File: config.mk
export PLATFORM = sky130hd
export DESIGN_NAME = btb_multi_lane
export DESIGN_NICKNAME = d
export VERILOG_FILES = /design/src/rtl/btb_multi_lane.sv
export SDC_FILE = /design/constraint.sdc
export NUM_CORES = 2
export LEC_CHECK = 0
export CAP_MARGIN = 25
export CORE_MARGIN = 8
export CORE_UTILIZATION = 48
export CTS_BUF_LIST = sky130_fd_sc_hd__clkbuf_8 sky130_fd_sc_hd__clkbuf_16
export CTS_CLUSTER_DIAMETER = 50
export DETAILED_ROUTE_END_ITERATION = 16
export MAX_ROUTING_LAYER = met4
export SLEW_MARGIN = 20
export SYNTH_ARGS = -nofsm -noshare
export SYNTH_HDL_FRONTEND = slang
export SYNTH_SLANG_ARGS = --single-unit
File: constraint.sdc
create_clock -name clk -period 9.8 [get_ports clk]
set_input_delay 2.45 -clock clk [delete_from_list [all_inputs] [get_ports clk]]
set_output_delay 2.45 -clock clk [all_outputs]
set_load 0.01 [all_outputs]
File: src/rtl/btb_multi_lane.sv
// Multi-lane branch target buffer for the superscalar fetch stage.
// Direct-mapped table looked up for FETCH_WIDTH sequential PCs per cycle,
// trained by the resolve-side update port and invalidated by a sweep FSM.
module btb_multi_lane #(
  parameter int PC_BITS     = 32,
  parameter int FETCH_WIDTH = 2,
  parameter int ENTRIES     = 64,
  parameter int TAG_BITS    = 8,
  localparam int IDX        = $clog2(ENTRIES),
  localparam int LANE_W     = (FETCH_WIDTH > 1) ? $clog2(FETCH_WIDTH) : 1
) (
  input  logic                   clk,
  input  logic                   rst,
  input  logic                   lookup_valid_i,
  input  logic [PC_BITS-1:0]     lookup_pc_i,
  output logic                   lookup_ready_o,
  output logic                   resp_valid_o,
  output logic [FETCH_WIDTH-1:0] resp_hit_o,
  output logic                   resp_any_taken_o,
  output logic [LANE_W-1:0]      resp_taken_lane_o,
  output logic [PC_BITS-1:0]     resp_target_o,
  output logic                   resp_is_call_o,
  output logic                   resp_backward_o,
  input  logic                   upd_valid_i,
  input  logic [PC_BITS-1:0]     upd_pc_i,
  input  logic [PC_BITS-1:0]     upd_target_i,
  input  logic                   upd_taken_i,
  input  logic                   upd_is_call_i,
  input  logic                   flush_i,
  output logic                   busy_o
);

  typedef enum logic {
    IDLE,
    SWEEP
  } state_t;

  state_t state_q, state_d;
  logic [IDX-1:0] sweep_idx_q, sweep_idx_d;

  // Table storage; only the valid bits need clearing, the payload is don't-care when invalid
  logic [ENTRIES-1:0]  valid_q;
  logic [ENTRIES-1:0]  call_q;
  logic [TAG_BITS-1:0] tag_q    [ENTRIES];
  logic [PC_BITS-1:0]  target_q [ENTRIES];
  logic [1:0]          ctr_q    [ENTRIES];

  // Per-lane lookup view
  logic [PC_BITS-1:0]     lane_pc  [FETCH_WIDTH];
  logic [IDX-1:0]         lane_idx [FETCH_WIDTH];
  logic [PC_BITS-1:0]     lane_tgt [FETCH_WIDTH];
  logic [FETCH_WIDTH-1:0] lane_hit;
  logic [FETCH_WIDTH-1:0] lane_taken;
  logic [FETCH_WIDTH-1:0] lane_call;
  logic [FETCH_WIDTH-1:0] lane_back;

  // First-taken-lane selection result
  logic                   any_taken_c;
  logic [LANE_W-1:0]      taken_lane_c;
  logic [PC_BITS-1:0]     target_c;
  logic                   call_c;
  logic                   backward_c;

  logic                   lookup_fire;
  logic [IDX-1:0]         upd_idx;
  logic [TAG_BITS-1:0]    upd_tag;
  logic                   upd_hit;
  logic                   upd_en;

  // PC bits below the index and above the tag play no part in the mapping
  logic unused_upd_pc_bits;
  assign unused_upd_pc_bits = ^{upd_pc_i[1:0], upd_pc_i[PC_BITS-1:2+IDX+TAG_BITS]};

  assign lookup_ready_o = (state_q == IDLE) && !flush_i;
  assign busy_o         = (state_q == SWEEP);
  assign lookup_fire    = lookup_valid_i && lookup_ready_o;

  assign upd_idx = upd_pc_i[2 +: IDX];
  assign upd_tag = upd_pc_i[2+IDX +: TAG_BITS];
  assign upd_hit = valid_q[upd_idx] && (tag_q[upd_idx] == upd_tag);
  assign upd_en  = upd_valid_i && (state_q == IDLE) && !flush_i && !rst;

  // Lane PCs wrap naturally in PC_BITS arithmetic; each lane reads its own entry
  for (genvar k = 0; k < FETCH_WIDTH; k++) begin : g_lane
    assign lane_pc[k]    = lookup_pc_i + PC_BITS'(4 * k);
    assign lane_idx[k]   = lane_pc[k][2 +: IDX];
    assign lane_hit[k]   = valid_q[lane_idx[k]] &&
                           (tag_q[lane_idx[k]] == lane_pc[k][2+IDX +: TAG_BITS]);
    assign lane_taken[k] = lane_hit[k] && ctr_q[lane_idx[k]][1];
    assign lane_tgt[k]   = target_q[lane_idx[k]];
    assign lane_call[k]  = call_q[lane_idx[k]];
    assign lane_back[k]  = lane_tgt[k] < lane_pc[k];
  end

  // Sweep state register; reset restarts the invalidation sweep from entry 0
  always_ff @(posedge clk) begin
    if (rst) begin
      state_q     <= SWEEP;
      sweep_idx_q <= '0;
    end else begin
      state_q     <= state_d;
      sweep_idx_q <= sweep_idx_d;
    end
  end

  // Next-state logic: a flush always (re)starts the sweep at entry 0
  always_comb begin
    state_d     = state_q;
    sweep_idx_d = sweep_idx_q;
    case (state_q)
      IDLE: begin
        if (flush_i) begin
          state_d     = SWEEP;
          sweep_idx_d = '0;
        end
      end
      SWEEP: begin
        if (flush_i) begin
          sweep_idx_d = '0;
        end else if (sweep_idx_q == IDX'(ENTRIES - 1)) begin
          state_d     = IDLE;
          sweep_idx_d = '0;
        end else begin
          sweep_idx_d = sweep_idx_q + IDX'(1);
        end
      end
      default: begin
        state_d     = SWEEP;
        sweep_idx_d = '0;
      end
    endcase
  end

  // Valid bits: the sweep clears one entry per cycle, a taken miss allocates
  always_ff @(posedge clk) begin
    if (state_q == SWEEP) begin
      valid_q[sweep_idx_q] <= 1'b0;
    end else if (upd_en && !upd_hit && upd_taken_i) begin
      valid_q[upd_idx] <= 1'b1;
    end
  end

  // Entry payload training: saturating counter on hit, fresh weakly-taken entry on taken miss
  always_ff @(posedge clk) begin
    if (upd_en) begin
      if (upd_hit) begin
        if (upd_taken_i) begin
          if (ctr_q[upd_idx] != 2'b11) begin
            ctr_q[upd_idx] <= ctr_q[upd_idx] + 2'd1;
          end
          target_q[upd_idx] <= upd_target_i;
          call_q[upd_idx]   <= upd_is_call_i;
        end else if (ctr_q[upd_idx] != 2'b00) begin
          ctr_q[upd_idx] <= ctr_q[upd_idx] - 2'd1;
        end
      end else if (upd_taken_i) begin
        tag_q[upd_idx]    <= upd_tag;
        target_q[upd_idx] <= upd_target_i;
        call_q[upd_idx]   <= upd_is_call_i;
        ctr_q[upd_idx]    <= 2'b10;
      end
    end
  end

  // Pick the lowest-numbered taken lane; scanning downward lets lower lanes win
  always_comb begin
    any_taken_c  = 1'b0;
    taken_lane_c = '0;
    target_c     = '0;
    call_c       = 1'b0;
    backward_c   = 1'b0;
    for (int k = FETCH_WIDTH - 1; k >= 0; k--) begin
      if (lane_taken[k]) begin
        any_taken_c  = 1'b1;
        taken_lane_c = LANE_W'(k);
        target_c     = lane_tgt[k];
        call_c       = lane_call[k];
        backward_c   = lane_back[k];
      end
    end
  end

  // Response register: reads pre-update table contents, all fields zero when not valid
  always_ff @(posedge clk) begin
    if (rst || !lookup_fire) begin
      resp_valid_o      <= 1'b0;
      resp_hit_o        <= '0;
      resp_any_taken_o  <= 1'b0;
      resp_taken_lane_o <= '0;
      resp_target_o     <= '0;
      resp_is_call_o    <= 1'b0;
      resp_backward_o   <= 1'b0;
    end else begin
      resp_valid_o      <= 1'b1;
      resp_hit_o        <= lane_hit;
      resp_any_taken_o  <= any_taken_c;
      resp_taken_lane_o <= taken_lane_c;
      resp_target_o     <= target_c;
      resp_is_call_o    <= call_c;
      resp_backward_o   <= backward_c;
    end
  end

endmodule

==> metrics.log <==
[metrics] outcome: completed
[metrics] setup repair bufs after CTS: 0
[metrics] H-tree depth reported by CTS: 5
[metrics] clk sinks: between 2000 and 3000
[metrics] period utilization: 0.788
[metrics] portion of synthesized cell area occupied by the leading cell type: 0.596
[metrics] number of DRC markers in iteration 0: roughly 14000
[metrics] switching fraction of total power: 0.246
[metrics] cell types with the largest area share after synthesis: sky130_fd_sc_hd__edfxtp_1, sky130_fd_sc_hd__mux4_2, sky130_fd_sc_hd__nand2_1
[metrics] Worst IR Drop VDD: approximately 0.00023 V
[metrics] data arrival at the endpoint of the critical path: about 8.5 ns
[metrics] area of the die: 313000 um^2
[metrics] overall via count from detail_route: between 80000 and 90000
[metrics] count of input and output buffers: around 130
[metrics] CP Launch Type: input pin
[metrics] via count of the first global-routing pass: about 87000
[metrics] fraction of power consumed by the clock network: 0.451
[metrics] TritonCTS Buffers: roughly 360
[metrics] clock insertion delay at the later pin of the skew report: 0.96 ns
[metrics] global-route wire length before repair: between 700 and 800 mm
[metrics] Post-Synthesis Cells: 7486
[metrics] Yosys warning count: 0
[metrics] multiplexer share of the synthesized area: 0.283
[metrics] Commonest cells post-synth: sky130_fd_sc_hd__edfxtp_1, sky130_fd_sc_hd__mux4_2, sky130_fd_sc_hd__nand2_1
[metrics] setup repair after global routing missed its margin: false
[metrics] Starting Density: 0.482
[metrics] power density relative to cell area: approximately 190 nW/um^2
[metrics] largest family of logic cells by synthesized area: multiplexers
[metrics] number of hold-slack violations in the final timing report: 0
[metrics] adder-cell share of the synthesized area: 0.00565
[metrics] num rows: 199
[metrics] critical-path maximum fanout: 51
[metrics] Int Pwr: roughly 23 mW
[metrics] final global-route overflow total: 0
[metrics] WL per Instance: about 43 um
[metrics] clock-pin slew reported for the worst setup and hold paths after clock tree synthesis: 0.05 ns
[metrics] utilization after layout: 0.550
[metrics] core area: about 300000 um^2
[metrics] WP data required: between 10 and 15 ns
[metrics] max capacitance violation total: 0
[metrics] path category of the worst min-delay check: register to register
[metrics] remaining design rule violation count: 0
[metrics] min Tclk post-route: between 7 and 8 ns
[metrics] hold buffer count at cts: 0
[metrics] multi-input logic area: 53400 um^2
[metrics] path type of the worst setup path: input pin to register
[metrics] final weighted congestion in routability-driven placement: roughly 0.99
[metrics] IO Pins: approximately 140
[metrics] die boundary width: between 500 and 600 um
[metrics] Synth cell types: around 110
[metrics] final worst clock skew: roughly 0.057 ns
[metrics] wire length reported by the detailed router: 518 mm
[metrics] Max Buffers Root-to-Sink: 4
[metrics] number of enable-type register cells in the synthesized netlist: ~2800
[metrics] Critical Path Sink Type: register
[metrics] fraction of the yosys area taken by sequential cells: 0.603
[metrics] slew at the pin closest to its max-slew limit: about 1.2 ns
[metrics] netlist area before placement: around 140000 um^2
[metrics] maximum clock frequency: about 130 MHz
[metrics] fraction of synthesis flops using an asynchronous set or reset pin: 0
[metrics] post-synthesis compound-gate area fraction: 0.0384
[metrics] total routing usage reported by global routing: 0.333
[metrics] most frequent cell after synthesis: sky130_fd_sc_hd__edfxtp_1
[metrics] clock root buffer: sky130_fd_sc_hd__clkbuf_16
[metrics] per-instance average area after synthesis: roughly 19 um^2
[metrics] net switching power of the design: between 7 and 8 mW
[metrics] library cell occupying the most area in the post-synthesis netlist: sky130_fd_sc_hd__edfxtp_1
[metrics] Storage cell area: approximately 85000 um^2
[metrics] Final setup viols: 0
[metrics] y dimension of the die: approximately 560 um
[metrics] Area growth, synth to finish: 14.0%
[metrics] filler cell count: 22500
[metrics] largest net degree at the start of global routing: 127
[metrics] Post-layout nets: between 7000 and 8000
[metrics] TritonCTS clock tree: built
[metrics] sequential fraction of design power: 0.447
[metrics] post-synthesis share of cell area spent on xor and xnor gates: 0.00399
[metrics] logic gate share of total power: 0.102
[metrics] top_reg_cell synth: sky130_fd_sc_hd__edfxtp_1
[metrics] mean number of vias per cell: ~7.4
[metrics] leakage: 50.9 nW
[metrics] final max-slew violation count: 0
[metrics] hpwl dp: approximately 310 mm
[metrics] Synth Area in Simple Gates: 0.0405
[metrics] number of detailed-route iterations in the first pass: 6
[metrics] Post-Syn Nets: 7653
[metrics] fraction of layout instances using a drive strength above 1: 0.375
[metrics] antenna violations before repair: 40
[metrics] flops & latches, synth: ~2900
[metrics] Post-DRT Antenna Nets: 0
[metrics] Max-slew headroom: 0.182
[metrics] number of gates resized after CTS: 0
[metrics] TNS Setup: 0 ns
==> flip-flops by register name, summed over array words and instances, names as in the netlist <==
register and count:
busy_o 1, call_q 64, ctr_q 128, resp_any_taken_o 1, resp_backward_o 1, resp_hit_o 2
resp_is_call_o 1, resp_taken_lane_o 1, resp_target_o 32, resp_valid_o 1, sweep_idx_q 6, tag_q 512
target_q 2048, valid_q 64
==> critical path: stages <==
cell and delay [ns]:
sky130_fd_sc_hd__buf_8 0.51, sky130_fd_sc_hd__nand2_2 0.30, sky130_fd_sc_hd__o21ai_1 0.20, sky130_fd_sc_hd__buf_4 0.19, sky130_fd_sc_hd__nand2_4 0.28, sky130_fd_sc_hd__inv_4 0.65, sky130_fd_sc_hd__buf_12 0.32, sky130_fd_sc_hd__nand2_1 0.09
sky130_fd_sc_hd__and3_1 0.18, sky130_fd_sc_hd__a31oi_1 0.35, sky130_fd_sc_hd__buf_4 0.27, sky130_fd_sc_hd__ha_1 0.16, sky130_fd_sc_hd__nand4_1 0.09, sky130_fd_sc_hd__nor2_1 0.10, sky130_fd_sc_hd__nand4_1 0.42, sky130_fd_sc_hd__or4_1 0.79
sky130_fd_sc_hd__a2111oi_0 0.41, sky130_fd_sc_hd__buf_4 0.28, sky130_fd_sc_hd__or4_1 0.14, sky130_fd_sc_hd__o31ai_1 0.06
==> area by class of cell <==
class / instances / share of cell area
Antenna cell: 33 / 0.000511
Clock buffer: 377 / 0.0581
Clock inverter: 291 / 0.0180
Inverter: 47 / 0.00123
Multi-Input combinational cell: 3923 / 0.330
Sequential cell: 2862 / 0.529
Tap cell: 3919 / 0.0303
Timing Repair Buffer: 538 / 0.0329
==> cell usage in the layout, fill, tap and decap left out, drive strengths merged, types with 69 or more instances in the layout <==
| cell type | instances |
|---|---|
| inv | 146 |
| a21oi | 200 |
| mux4 | 1701 |
| edfxtp | 2816 |
| nand2 | 360 |
| a221oi | 69 |
| nor2 | 201 |
| clkdlybuf4s50 | 78 |
| a22oi | 134 |
| clkbuf | 379 |
| mux2i | 108 |
| clkinv | 122 |
| o21ai | 70 |
| buf | 458 |
| nand3 | 165 |
| nor3 | 164 |
==> path summary, 6_finish.rpt <==
check,startpoint,to,slack [ns],cells past startpoint
hold / removal,sweep_idx_q[3],sweep_idx_q[3],0.60,2
hold reg to reg,sweep_idx_q[3],sweep_idx_q[3],0.60,2
setup / recovery,lookup_pc_i[3],resp_backward_o,2.08,20
setup reg to reg,tag_q[9][7],tag_q[47][7],4.58,11
==> through the flow <==
| stage | hold WS (ns) | std cells | total power [mW] | area, um^2 | setup slack, ns |
|---|---|---|---|---|---|
| CTS | 0.590 | 11900 | 30.3 | 161000 | 2.22 |
| global placement | 0.572 | 11300 | 16.8 | 149000 | 1.15 |
| detailed placement | 0.578 | 11300 | 16.8 | 149000 | 1.24 |
| global route | 0.644 | 12000 | 30.9 | 162000 | 2.05 |
| floorplan | 0.510 | 7486 | 15.7 | 142000 | 1.61 |
| finish | 0.599 | 12000 | 30.2 | 162000 | 2.08 |
==> logic make-up after synthesis <==
group,Yosys count
xor+xnor,56
simple gates,1159
mux,1876
buf+inv,701
fa+ha+maj,64
compound gates,768
flops,2862
==> power groups by stage <==
stage               Clock [mW]  Sequential, mW  Combinational (mW)
floorplan                    0            13.7                1.91
global placement             0            13.8                3.01
detailed placement           0            13.8                3.02
CTS                       13.7            13.5                3.04
global route              14.2            13.5                3.21
finish                    13.6            13.5                3.10
==> per-layer routing <==
metal | up-vias | wire length [um] | GRT usage
met5 | - | 0 | -
met4 | 0 | 38400 | 0.200
met3 | 1530 | 59000 | 0.0765
met2 | 6732 | 239000 | 0.501
met1 | 47600 | 181000 | 0.417
li1 | 33100 | - | -
Power figures use the tool's default switching activity.
